`config.mk`:
```
export PLATFORM = sky130hd
export DESIGN_NAME = muldiv_seq
export DESIGN_NICKNAME = d
export VERILOG_FILES = /design/src/rtl/muldiv_seq.sv
export SDC_FILE = /design/constraint.sdc
export NUM_CORES = 1
export LEC_CHECK = 0
export ABC_CLOCK_PERIOD_IN_PS = 9200
export CAP_MARGIN = 15
export CORE_ASPECT_RATIO = 0.75
export CORE_UTILIZATION = 28
export DETAILED_ROUTE_END_ITERATION = 12
export PLACE_DENSITY = 0.45
export SLEW_MARGIN = 25
export SYNTH_ARGS = -nofsm -noshare
export SYNTH_HDL_FRONTEND = slang
export SYNTH_SLANG_ARGS = --single-unit
```
`constraint.sdc`:
```
create_clock -name i_clk -period 9.2 [get_ports i_clk]
set_input_delay 1.84 -clock i_clk [delete_from_list [all_inputs] [get_ports i_clk]]
set_output_delay 1.84 -clock i_clk [all_outputs]
set_load 0.03 [all_outputs]
```
`src/rtl/muldiv_seq.sv`:
```
// muldiv_seq: iterative M-extension multiply/divide sequencer.
//   Accepts one op over start_valid/start_ready, runs XLEN iterations of
//   shift-add multiply or restoring divide, then holds {result2,result}
//   until done_ready.
// Ports:
//   i_clk, i_rst_n (async active-low)
//   i_start_valid / o_start_ready, i_op (00 MULU, 01 MUL, 10 DIVU, 11 DIV),
//   i_x, i_y operands, i_flush synchronous abort,
//   o_done_valid / i_done_ready, o_result (lo / quotient),
//   o_result2 (hi / remainder), o_busy.
// Build option: MULDIV_EARLY_OUT_EN -- zero operand skips CALC, result next cycle.
//
// state  | meaning
// S_IDLE | waiting for a request
// S_CALC | one iteration per cycle, r_cnt = iteration index
// S_DONE | result presented until consumed
module muldiv_seq #(
   parameter int XLEN = 32
) (
   input  logic            i_clk,
   input  logic            i_rst_n,
   input  logic            i_start_valid,
   output logic            o_start_ready,
   input  logic [1:0]      i_op,
   input  logic [XLEN-1:0] i_x,
   input  logic [XLEN-1:0] i_y,
   input  logic            i_flush,
   output logic            o_done_valid,
   input  logic            i_done_ready,
   output logic [XLEN-1:0] o_result,
   output logic [XLEN-1:0] o_result2,
   output logic            o_busy
);
   localparam int CW = $clog2(XLEN);

   typedef enum logic [1:0] {S_IDLE = 2'd0, S_CALC = 2'd1, S_DONE = 2'd2} state_t;

   state_t          r_state, w_state_nxt;
   logic [CW-1:0]   r_cnt;
   logic            r_is_div, r_neg, r_sx, r_yzero;
   logic [XLEN-1:0] r_b, r_hi, r_lo;

   logic            w_accept, w_last, w_early;
   logic            w_sx, w_sy;
   logic [XLEN-1:0] w_ax, w_ay;
   logic [XLEN:0]   w_madd, w_dshift, w_ddiff;
   logic            w_dge;
   logic [XLEN-1:0] w_hi_n, w_lo_n;
   logic [2*XLEN-1:0] w_prod, w_prod_f;
   logic [XLEN-1:0] w_quo_f, w_rem_f, w_res_f, w_res2_f;
   logic            w_early_y0;

   assign w_accept = i_start_valid & o_start_ready;
   assign w_last   = (r_cnt == CW'(XLEN-1));

   // op[0] selects the signed variant for both MUL and DIV
   assign w_sx = i_op[0] & i_x[XLEN-1];
   assign w_sy = i_op[0] & i_y[XLEN-1];
   assign w_ax = w_sx ? -i_x : i_x;
   assign w_ay = w_sy ? -i_y : i_y;

`ifdef MULDIV_EARLY_OUT_EN
   assign w_early = (i_x == '0) || (i_y == '0);
`else
   assign w_early = 1'b0;
`endif
   assign w_early_y0 = i_op[1] & (i_y == '0);

   // multiply: {r_hi,r_lo} shifts right, r_lo starts as the multiplier
   assign w_madd = {1'b0, r_hi} + {1'b0, (r_lo[0] ? r_b : '0)};

   // divide: r_hi is the partial remainder, r_lo shifts dividend out / quotient in
   assign w_dshift = {r_hi, r_lo[XLEN-1]};
   assign w_ddiff  = w_dshift - {1'b0, r_b};
   assign w_dge    = ~w_ddiff[XLEN];

   assign w_hi_n = r_is_div ? (w_dge ? w_ddiff[XLEN-1:0] : w_dshift[XLEN-1:0])
                            : w_madd[XLEN:1];
   assign w_lo_n = r_is_div ? {r_lo[XLEN-2:0], w_dge}
                            : {w_madd[0], r_lo[XLEN-1:1]};

   assign w_prod   = {w_hi_n, w_lo_n};
   assign w_prod_f = r_neg ? -w_prod : w_prod;
   // divide-by-zero keeps the all-ones quotient unsigned; remainder still follows x
   assign w_quo_f  = (r_neg & ~r_yzero) ? -w_lo_n : w_lo_n;
   assign w_rem_f  = r_sx ? -w_hi_n : w_hi_n;

   assign w_res_f  = r_is_div ? w_quo_f : w_prod_f[XLEN-1:0];
   assign w_res2_f = r_is_div ? w_rem_f : w_prod_f[2*XLEN-1:XLEN];

   always_ff @(posedge i_clk or negedge i_rst_n) begin
      if (!i_rst_n) r_state <= S_IDLE;
      else          r_state <= w_state_nxt;
   end

   always_comb begin
      w_state_nxt = r_state;
      unique case (r_state)
         S_IDLE:  if (w_accept) w_state_nxt = w_early ? S_DONE : S_CALC;
         S_CALC:  if (i_flush) w_state_nxt = S_IDLE;
                  else if (w_last) w_state_nxt = S_DONE;
         S_DONE:  if (i_flush || i_done_ready) w_state_nxt = S_IDLE;
         default: w_state_nxt = S_IDLE;
      endcase
   end

   always_comb begin
      o_done_valid  = 1'b0;
      o_busy        = 1'b1;
      o_start_ready = 1'b0;
      unique case (r_state)
         S_IDLE: begin
            o_busy        = 1'b0;
            o_start_ready = ~i_flush;
         end
         S_DONE:  o_done_valid = 1'b1;
         default: ;
      endcase
   end

   always_ff @(posedge i_clk or negedge i_rst_n) begin
      if (!i_rst_n) begin
         r_cnt     <= '0;
         r_is_div  <= 1'b0;
         r_neg     <= 1'b0;
         r_sx      <= 1'b0;
         r_yzero   <= 1'b0;
         r_b       <= '0;
         r_hi      <= '0;
         r_lo      <= '0;
         o_result  <= '0;
         o_result2 <= '0;
      end else if (w_accept) begin
         r_cnt    <= '0;
         r_is_div <= i_op[1];
         r_neg    <= w_sx ^ w_sy;
         r_sx     <= w_sx;
         r_yzero  <= (i_y == '0);
         r_hi     <= '0;
         r_b      <= i_op[1] ? w_ay : w_ax;
         r_lo     <= i_op[1] ? w_ax : w_ay;
         if (w_early) begin
            o_result  <= w_early_y0 ? '1 : '0;
            o_result2 <= w_early_y0 ? i_x : '0;
         end
      end else if (r_state == S_CALC && !i_flush) begin
         r_cnt <= r_cnt + CW'(1);
         r_hi  <= w_hi_n;
         r_lo  <= w_lo_n;
         if (w_last) begin
            o_result  <= w_res_f;
            o_result2 <= w_res2_f;
         end
      end
   end

endmodule

```
Yosys cells after proc, flatten, opt, wreduce, memory -nomap -nowiden
Index checks and enable logic that the tools add are counted. Widths: inputs -> output; s select.

Register bits after elaboration: 171. Bits of input ports: 71. Logic and storage cells: 69. Output and inout port bits: 67.

Equality and inequality tests: 6. $add $sub $neg: 8. Multiplexer cells: 27. Reduce and logical (&&, ||, !) cells: 8. Bitwise logic cells: 9.

Operator list (number): $mux 32 (16); $neg 32->32 (4); $mux 64 (1); $neg 64->64 (1); $add 32x32->33 (1); $sub 33x32->33 (1); $logic_not 32->1 (1); $mux 5 (2); $mux 2 (4); $pmux 2 s3 (1); $reduce_and 3->1 (2); $add 5x1->5 const B (1); $eq 5x5->1 const B (1); $and 1x1->1 (4); $ne 2x2->1 const B (2); $not 1->1 (4); $mux 1 (3); $ne 3x3->1 const B (1); $eq 2x1->1 const B (1); $eq 2x2->1 const B (1); $logic_not 2->1 (1); $reduce_bool 2->1 (1); $logic_and 1x1->1 (1); $logic_not 1->1 (1); 2 further kinds (2).

Logic depth before layout (Yosys ltp)
Word-level depth: 6. Depth in mapped cells: 27. Gate-level depth less buffers: 24.

Least setup slack after synthesis
No wires, ideal clock.

Path kind: reg2reg. Start: register r_lo[31]. End: register o_result[30]. Data required time: 9.070 ns. Cell stages (with the launch flop): 28. Setup time: 0.130 ns. Arrival: 5.220 ns. Buffers on the path: 3. Clock period less this slack: 5.350 ns. Path slack: 3.850 ns. Path through: dfrtp_1 -> inv_1 -> ha_1 -> inv_1 -> fa_1 -> a211oi_2 -> o21ai_2 -> o211ai_2 -> nand4_2 -> nand4_2 -> buf_2 -> buf_6 -> nor2_1 -> a21oi_1 -> ha_1 -> o21ai_1 -> or3_1 -> or2_1 -> clkbuf_1 -> or4_1 -> nand2b_1 -> inv_1 -> nand2_1 -> o21ai_1 -> nor2_1 -> xor2_1 -> a21oi_1 -> o21ai_1.

Word-level cells in the longest chain between the ends: 6. Elaborated cells on any way between the ends: 8. Those cells by class: add/sub (3); mux (4); bitwise (1).

Ends and longest elaborated chain: start, declared (line 41) `logic [XLEN-1:0] r_b, r_hi, r_lo;`; start signal, assigned (line 141) `r_lo <= i_op[1] ? w_ax : w_ay;`; start signal, assigned (line 149) `r_lo <= w_lo_n;`; $sub 33x32->33 (line 74) `assign w_ddiff = w_dshift - {1'b0, r_b};`; $not 1->1 (line 75) `assign w_dge = ~w_ddiff[XLEN];`; $mux 32 * (line 79) `assign w_lo_n = r_is_div ? {r_lo[XLEN-2:0], w_dge}`; $neg 64->64 / $neg 32->32 (equally long branches) (line 83, 85); $mux 64 / $mux 32 (equally long branches) (line 83, 85); $mux 32 * (line 88) `assign w_res_f = r_is_div ? w_quo_f : w_prod_f[XLEN-1:0];`; end signal, assigned (line 143) `o_result <= w_early_y0 ? '1 : '0;`; end signal, assigned (line 151) `o_result <= w_res_f;`; end, declared (line 30) `output logic [XLEN-1:0] o_result,`.

Mark *: on every way between the ends. The rest lies on a longest branch, timed or not. A chain may end at the register's enable or synchronous reset.

Worst setup path after layout
Same ends and word-level chain as after synthesis.

==> results.cfg <==
[outcome]
run_status = completed

[sta]
worst_slack_ns = 3.44
report.final.slew_viol_count = 0
rsz0062_at_grt = false
report.final.hold_viol_count = 0
final_min_period_over_clock_period_pct = 62.6
setup_viol = 0
fmax_achieved_ghz = 0.174
slew-limit-headroom_pct = 26.2
timing.final.crit_period_ns = 5.76
max_slew.worst_pin.slew_ns = 1.10
setup_total_negative_slack_ns = 0
worst_clock_skew_ns = 0.0135
fin_hold_ws_ns = 0.480

[synth]
sequential_share_of_the_synthesized_area_pct = 26.1
synth.ff_latch_count = 171
avgSynthCellArea_um2 = 7.47
synth_warnings = 0
syn_inst = 2194
post_synth_main_area_contributors = sky130_fd_sc_hd__dfrtp_1 26%, sky130_fd_sc_hd__nand2_1 7.4%, sky130_fd_sc_hd__o21ai_0 7.2%, sky130_fd_sc_hd__ha_1 5.3%, sky130_fd_sc_hd__xor2_1 5.2%
postSynthNetCount = 2337
yosys.cell_count.top_type = sky130_fd_sc_hd__nand2_1
post_synth_instance_area_um2 = 16400
async_reset_ff_share_pct = 100
synth_area_leader_cell = sky130_fd_sc_hd__dfrtp_1
synth-edff-count = 0
predominant_post_synthesis_flop_cell = sky130_fd_sc_hd__dfrtp_1
synth_largest_type_area_fraction_pct = 26.1
commonest_cells_post_synth = 322 x sky130_fd_sc_hd__nand2_1, 236 x sky130_fd_sc_hd__o21ai_0, 171 x sky130_fd_sc_hd__dfrtp_1
yosysUniqueCellTypes = 101

[worst_hold_path]
hp-class = reg -> reg

[placed_design]
gp_congestion = 0.892
dp_hpwl_um = 51100
placement.setup.worst_slack_ns = 3.50
port-buffer-count = 137

[clocking]
clk_sinks = 171
clkLatencyLatePin_ns = 0.47
ctsHtreeMaxLevel = 4
tritoncts.num_buffers = 17
cts.reportedPaths.clkPinSlew_ns = 0.08
resized_cells_post_cts = 0
cts_tree = done
post_cts_hold_buffer_count = 0
cts_root_buffer = sky130_fd_sc_hd__clkbuf_16
number_of_post_cts_setup_repair_buffers = 0
cts_buffer_depth = 2

[setup_path]
path_max_fanout = 8
worst_path_largest_cell_delay_ns = 0.50
worst_setup_path_end_kind = flop
crit_path_cell_trace = inv_1 -> ha_1 -> inv_1 -> fa_1 -> a211oi_2 -> o21ai_2 -> o211ai_2 -> nand4_2 -> nand4_2 -> nor2_1 -> a21oi_1 -> ha_1 -> o21ai_1 -> or3_1 -> or2_1 -> or4_1 -> nand2b_1 -> inv_1 -> nand2_1 -> o21ai_1 -> nor2_1 -> xor2_1 -> a21oi_1 -> o21ai_1
setup.worst_path.class = reg -> reg
cp.required_ns = 9.55
timing.critical_path.from_type = flop
critPathSlowestCell = sky130_fd_sc_hd__or4_1
worstPathArrival_ns = 6.10

[floorplan]
boundary_pins = 138
initial_utilization_pct = 28.4
design.core.area_um2 = 57600
die_height_um = 211
chipWidth_um = 281
floorplan.die_area_um2 = 59500
fp-row-count = 76

[global_routing]
maximum_number_of_pins_on_one_net_before_global_route_repair = 103
gr-usage-all-layers_pct = 22.0
wire_length_of_the_first_global_routing_pass_um = 97800
antenna_found_initial = 4
first_global_vias = 14875
grt.overflow.total = 0

[drt]
route.detailed.vias_per_inst = 5.43
drc_errors = 0
wl_per_cell_um = 21.8
drt_pass1_iterations = 5
drt_iter0_markers = 1570
detail-route-antenna-nets = 0
routed_wirelength_um = 65800
routed-via-count = 16424

[power_and_ir_drop]
p_total_mw = 5.09
cellPowerDensity_nw_per_um2 = 270
worst_ir_drop_vdd_uv = 173
power_leakage_nw = 7.75

[flow_run]
drv_cap = 0

[layout]
flow.area_growth_from_synthesis_pct = 15.3
layout.nets = 2372
layout_cells_sized_above_1_pct = 5.36
==> worst max-delay path, delay by kind of cell, from the launching register on <==
family / cells / cell delay (ns)
xor+xnor: 1 / 0.15
flops: 1 / 0.39
buf+inv: 3 / 0.34
simple gates: 9 / 2.21
fa+ha+maj: 3 / 0.88
compound gates: 8 / 1.69
==> logic make-up (layout without fill, tap and decap cells) <==
kind of cell             after synthesis  after routing  share of synthesized area (%)
XOR/XNOR                             182            182                           9.73
flip-flops                           171            171                           26.1
multiplexers                          49             49                           3.07
AO/OA/AOI/OAI                        695            695                           26.8
AND/OR/NAND/NOR                      809            809                           23.4
other                                  0              2                              0
buffers and inverters                216            262                           5.28
adder cells (fa/ha/maj)               72             72                           5.59
==> per-layer routing <==
layer  global-route usage, %  part of all wire (%)  vias to the layer above
li1                        -                     -                     7916
met1                    35.4                    53                     7921
met2                    29.5                    39                      557
met3                    4.47                   7.1                       30
met4                    3.64                   1.1                        0
met5                       0                     0                        -
==> cell usage in the layout (no fill, tap or decap), types with 39 or more instances in the layout <==
master	n
sky130_fd_sc_hd__inv_1	64
sky130_fd_sc_hd__mux2i_1	39
sky130_fd_sc_hd__clkdlybuf4s50_1	135
sky130_fd_sc_hd__nand2_1	320
sky130_fd_sc_hd__nor3_1	60
sky130_fd_sc_hd__o21ai_0	236
sky130_fd_sc_hd__a21oi_1	156
sky130_fd_sc_hd__xor2_1	98
sky130_fd_sc_hd__xnor2_1	84
sky130_fd_sc_hd__dfrtp_1	170
sky130_fd_sc_hd__o211ai_1	56
sky130_fd_sc_hd__nor2_1	159
sky130_fd_sc_hd__nand3_1	66
sky130_fd_sc_hd__and2_1	48
sky130_fd_sc_hd__ha_1	70
==> power by group <==
part | switching, mW | internal [mW]
clock | 0.344 | 0.380
combinational | 2.13 | 1.14
sequential | 0.219 | 0.871
total | 2.70 | 2.39
==> sequential cells by signal, indices dropped and copies added, names as in the netlist <==
name,cells
r_lo,32
r_neg,1
o_result,32
o_result2,32
r_b,32
r_is_div,1
r_cnt,5
r_yzero,1
r_hi,32
r_sx,1
r_state,2
==> final timing paths <==
path                         startpoint       endpoint  slack [ns]  depth (start not counted)
min in group asynchronous       i_rst_n  o_result2[19]        1.32                          1
setup reg to reg               r_lo[31]   o_result[30]        3.44                         24
setup / recovery               r_lo[31]   o_result[30]        3.44                         24
max in group asynchronous       i_rst_n       r_is_div        6.44                          2
hold / removal             o_result2[3]   o_result2[3]        0.48                          2
hold reg to reg            o_result2[3]   o_result2[3]        0.48                          2
==> stage by stage <==
step           cell area, um2  utilization, %  instances
6_report                18900            32.8       3022
5_1_grt                 18900            32.8       3020
4_1_cts                 18900            32.8       3019
3_5_place_dp            18300            31.8       2989
3_3_place_gp            18300            31.8       2989
2_1_floorplan           16400               -       2194
==> area by class of cell <==
class                   instances  area, um2
clock inverters                 8       87.6
well taps                     780        976
inverters                      66        248
repair buffers                166       1590
flip-flops and latches        171       4280
clock buffers                  22        454
multi-input cells            1807      11200
fillers                      6235      38700
diodes                          2       5.00
(Power assumes the default switching activity.)
==> variant 1, RTL diff (config.mk and constraints unchanged) <==
`XLEN`: 32 -> 16.
--- a/src/rtl/muldiv_seq.sv
+++ b/src/rtl/muldiv_seq.sv
@@ -15,7 +15,7 @@
 // S_CALC | one iteration per cycle, r_cnt = iteration index
 // S_DONE | result presented until consumed
 module muldiv_seq #(
-   parameter int XLEN = 32
+   parameter int XLEN = 16
 ) (
    input  logic            i_clk,
    input  logic            i_rst_n,
Interface: changed (resized i_x, i_y, o_result and o_result2); port bits go from 138 to 74. No check against the original RTL was run, so the function may have changed too.
==> variant 1 against the original RTL <==
Wire length is 57% lower; clock skew shrank 1.2 ps; worst setup slack better by 650 ps; power shrank 47%; synthesized area fell by 49%; sequential cell count decreased by 81; register-to-register slack improved by 860 ps; design area fell by 49%.
==> variant 1: results (changes against the original RTL) <==
clock_cell_area_share_pct: 3.15  # +0.29 points
dieArea_um2: 30400  # -49%
stdcell_count: 1514  # -50%
port-buffer-count: 73  # -47%
cts_sinks: 90  # -47%
grt_max_degree: 68  # -34%
cp_slowest_stage_delay_ps: 730  # +230 ps
drive_gt1_share_pct: 5.35  # -0.0095 points
met3_usage_pct: 3.14  # -1.3 points
syn_nets: 1170  # -50%
avgSynthCellArea_um2: 7.63  # +2.2%
wl_mm: 28.0  # -57%
clock_skew_ps: 12.4  # -1.18 ps
grt_usage_pct: 18.7  # -3.3 points
grt_pass1_wl_mm: 43.6  # -55%
ys_seq_area_share_pct: 27.0  # +0.91 points
multi_input_area_share_pct: 58.3  # -1.2 points
grt_pass1_vias: 7167  # -52%
area.growth.synth_to_final_pct: 15.7
place_congestion: 0.846  # -5.1%
p_sw_uw: 1370  # -49%
cts_made_buffers: 9  # -8
yosys-top-cells-area: "dfrtp_1 (27%), o21ai_0 (6.5%), nand2_1 (6.5%)"
num_antenna_cells: 0  # -2
ctsResizeCount: 0  # unchanged
nMultiInputCombCells: 889  # -51%
via_count: 7896  # -52%
p_clk_share_pct: 14.8  # +0.6 points
critPathMaxFanout: 3  # -5
status: "finished, final reports clean"
wl_met1_mm: 16.0  # -54%
ir_drop_uv: 101  # -41%
leakagePower_uw: 0.00403  # -48%
use_met2_pct: 24.8  # -4.7 points
max_slew.worst_pin.slew_ps: 1050  # -48.5 ps
seqCellArea_um2: 2250  # -47%
clock_buffers: 11  # -50%
yosys-top-cells-count: "nand2_1 (144), o21ai_0 (109), nor2_1 (91)"
hpwl_mm: 21.7  # -58%
grtUsageMet1_pct: 30.5  # -4.9 points
crit_family: "buffers and inverters"
final-nonclk-buf-share_pct: 8.36  # -0.034 points
hp-class: "reg2reg"
grt_antenna_before_repair: 0  # -4
first_iter_violations: 689  # -56%
cts_max_level: 3  # -1
wl_met3_mm: 1.29  # -72%
nFillCells: 3142  # -50%
ys_types: 73  # -28%
wl_met2_mm: 10.6  # -59%
placed_area_um2: 9330  # -49%
nNonClkBuffers: 84  # -49%
[variant 1: changes by cell type after synthesis, moves of 33 or more]
cell / delta
nor3_1: -34
ha_1: -33
clkbuf_1: -50
xnor2_1: -51
nand2_1: -178
dfrtp_1: -81
nor2_1: -68
o21ai_0: -127
a21oi_1: -83
xor2_1: -49
[variant 1: final timing paths]
path / start / to / slack (ps) / cells past startpoint
max: i_flush / o_start_ready / 4090 / 3
min: o_result[2] / o_result[2] / 480 / 2
max reg2reg: r_lo[15] / o_result2[14] / 4300 / 19
min reg2reg: o_result[2] / o_result[2] / 480 / 2
max in group asynchronous: i_rst_n / r_is_div / 6590 / 2
min in group asynchronous: i_rst_n / o_result2[13] / 1440 / 1
[variant 1: logic make-up after synthesis]
group / synth area share (%)
xor+xnor: 8.62
buf+inv: 5.51
fa+ha+maj: 6.04
compound gates: 26.8
flops: 27.0
mux: 4.12
simple gates: 21.9
==> variant 2, RTL diff (same flow settings) <==
Without the edit above. The 3 states of `state_t` get a one-hot encoding in 3 bits.
--- a/src/rtl/muldiv_seq.sv
+++ b/src/rtl/muldiv_seq.sv
@@ -33,7 +33,7 @@
 );
    localparam int CW = $clog2(XLEN);
 
-   typedef enum logic [1:0] {S_IDLE = 2'd0, S_CALC = 2'd1, S_DONE = 2'd2} state_t;
+   typedef enum logic [2:0] {S_IDLE = 3'b001, S_CALC = 3'b010, S_DONE = 3'b100} state_t;
 
    state_t          r_state, w_state_nxt;
    logic [CW-1:0]   r_cnt;
Formal check against the unedited RTL: no difference found for any inputs over 4 cycles, from zero or initial values and one cycle with i_rst_n low; so few cycles prove little.
==> variant 2 against the original RTL <==
Design area grew 1.5%; sequential power shrank 6%; worst setup slack lost 790 ps; sequential cell count grew 1; wire length grew 4.1%; synthesized area grew 1.3%; clock skew grew 16 ps; count of clock-buffer cells in the layout shrank 5; critical path depth shrank 2; power shrank 26%; maximum frequency shrank 12%; largest cell class unchanged.
==> variant 2: results (changes against the original RTL) <==
clk-insertion-delay-late_ps: 480
status: "finished, final reports clean"
grtUsageMet1_pct: 35.9  # +0.42 points
cpMaxStageDelayCell: "o31ai_1"
met3_usage_pct: 4.55  # +0.082 points
cts_max_level: 4  # unchanged
ctsResizeCount: 0  # unchanged
hpwl_mm: 53.5  # +4.6%
avgSynthCellArea_um2: 7.38  # -1.2%
hold_path_end: "o_result2[12]"
cp_slowest_stage_delay_ps: 590  # +90 ps
synth_edf_count: 0  # unchanged
wl_mm: 68.5  # +4.1%
critPathMaxFanout: 11  # +3
grt_antenna_before_repair: 1  # -3
post_cts_buffers: 0  # unchanged
first_iter_violations: 1594  # +1.5%
power_report.internal_total_uw: 1890  # -21%
clock_skew_ps: 29.5  # +16.0 ps
critPathKind: "reg2reg"
fmax_ghz: 0.153  # -12%
drive_gt1_share_pct: 5.14  # -0.22 points
grt_pass1_wl_mm: 103  # +4.9%
preCtsSetupSlack_ps: 2750  # -747 ps
ys_types: 95  # -5.9%
grt_max_degree: 159  # +54%
via_count: 17000  # +3.7%
place_congestion: 0.948  # +6.2%
leakagePower_uw: 0.00785  # +1.2%
yosys-top-cells-count: "nand2_1 (327), o21ai_0 (272), a21oi_1 (174), nor2_1 (174), dfrtp_1 (171)"
placed_area_um2: 18600  # +1.3%
grt_pass1_vias: 15700  # +5.8%
place_inst: 3044  # +1.8%
use_met2_pct: 30.7  # +1.2 points
port-buffer-count: 137  # unchanged
ir_drop_uv: 154  # -11%
fin_nets: 2426  # +2.3%
min_delay_path_depth: 2  # unchanged
synthArstFlopShare_pct: 100  # unchanged
dr.pass1.iters: 6  # +1
path_clk_slew_ps: 80  # about the same
timing.rr.end: "o_result2[22]"
ctsLongestPathBuffers: 2  # unchanged
stdcell_count: 3077  # +1.8%
grt_usage_pct: 22.6  # +0.63 points
ys_seq_area_share_pct: 25.9  # -0.19 points
holdCritStartpoint: "o_result2[12]"
rrSetupSlack_ps: 2650  # -790 ps
yosys-top-cells-area: "dfrtp_1 (26%), o21ai_0 (8.2%), nand2_1 (7.4%)"
cts_made_buffers: 17  # unchanged
root_buffer: "clkbuf_16"
synth_ff_type: "dfrtp_1"
timing.hold.ws_ps: 480  # -0.330 ps
crit_family: "compound AO/OA/AOI/OAI gates"
max-slew-margin-rel_pct: 18.1  # -8.1 points
reg2regPathDepth: 22  # -8.3%
[variant 2: routing by layer]
layer	part of all wire, %	routed length (µm)	vias up
met5	0	0	-
met4	1.7	1140	0
met3	7.9	5380	50
met2	38	26100	636
met1	52	35900	8219
li1	-	-	8130
[variant 2: final cells by class]
cell class                 instances  area, µm²  area share [%]
antenna                            1       2.50          0.0131
clock buffer                      17        425            2.22
timing repair buffer             164       1590            8.31
tap                              780        976            5.09
sequential                       172       4310            22.5
multi-input combinational       1863      11500            59.8
clock inverter                    15        151           0.790
inverter                          65        244            1.27
[variant 2: cells by family after synthesis]
kind of cell	synth area share, %
xor+xnor	9.66
compound gates	28.1
buf+inv	5.19
fa+ha+maj	5.52
mux	3.00
simple gates	22.6
flops	25.9
[variant 2: power by group through the flow]
stage | Combinational (µW) | Sequential, µW | Clock, µW
detailed placement | 1920 | 1040 | 0
global route | 2140 | 1040 | 795
floorplan | 1400 | 897 | 0
finish | 1970 | 1030 | 750
CTS | 1930 | 1020 | 766
global placement | 1930 | 1030 | 0
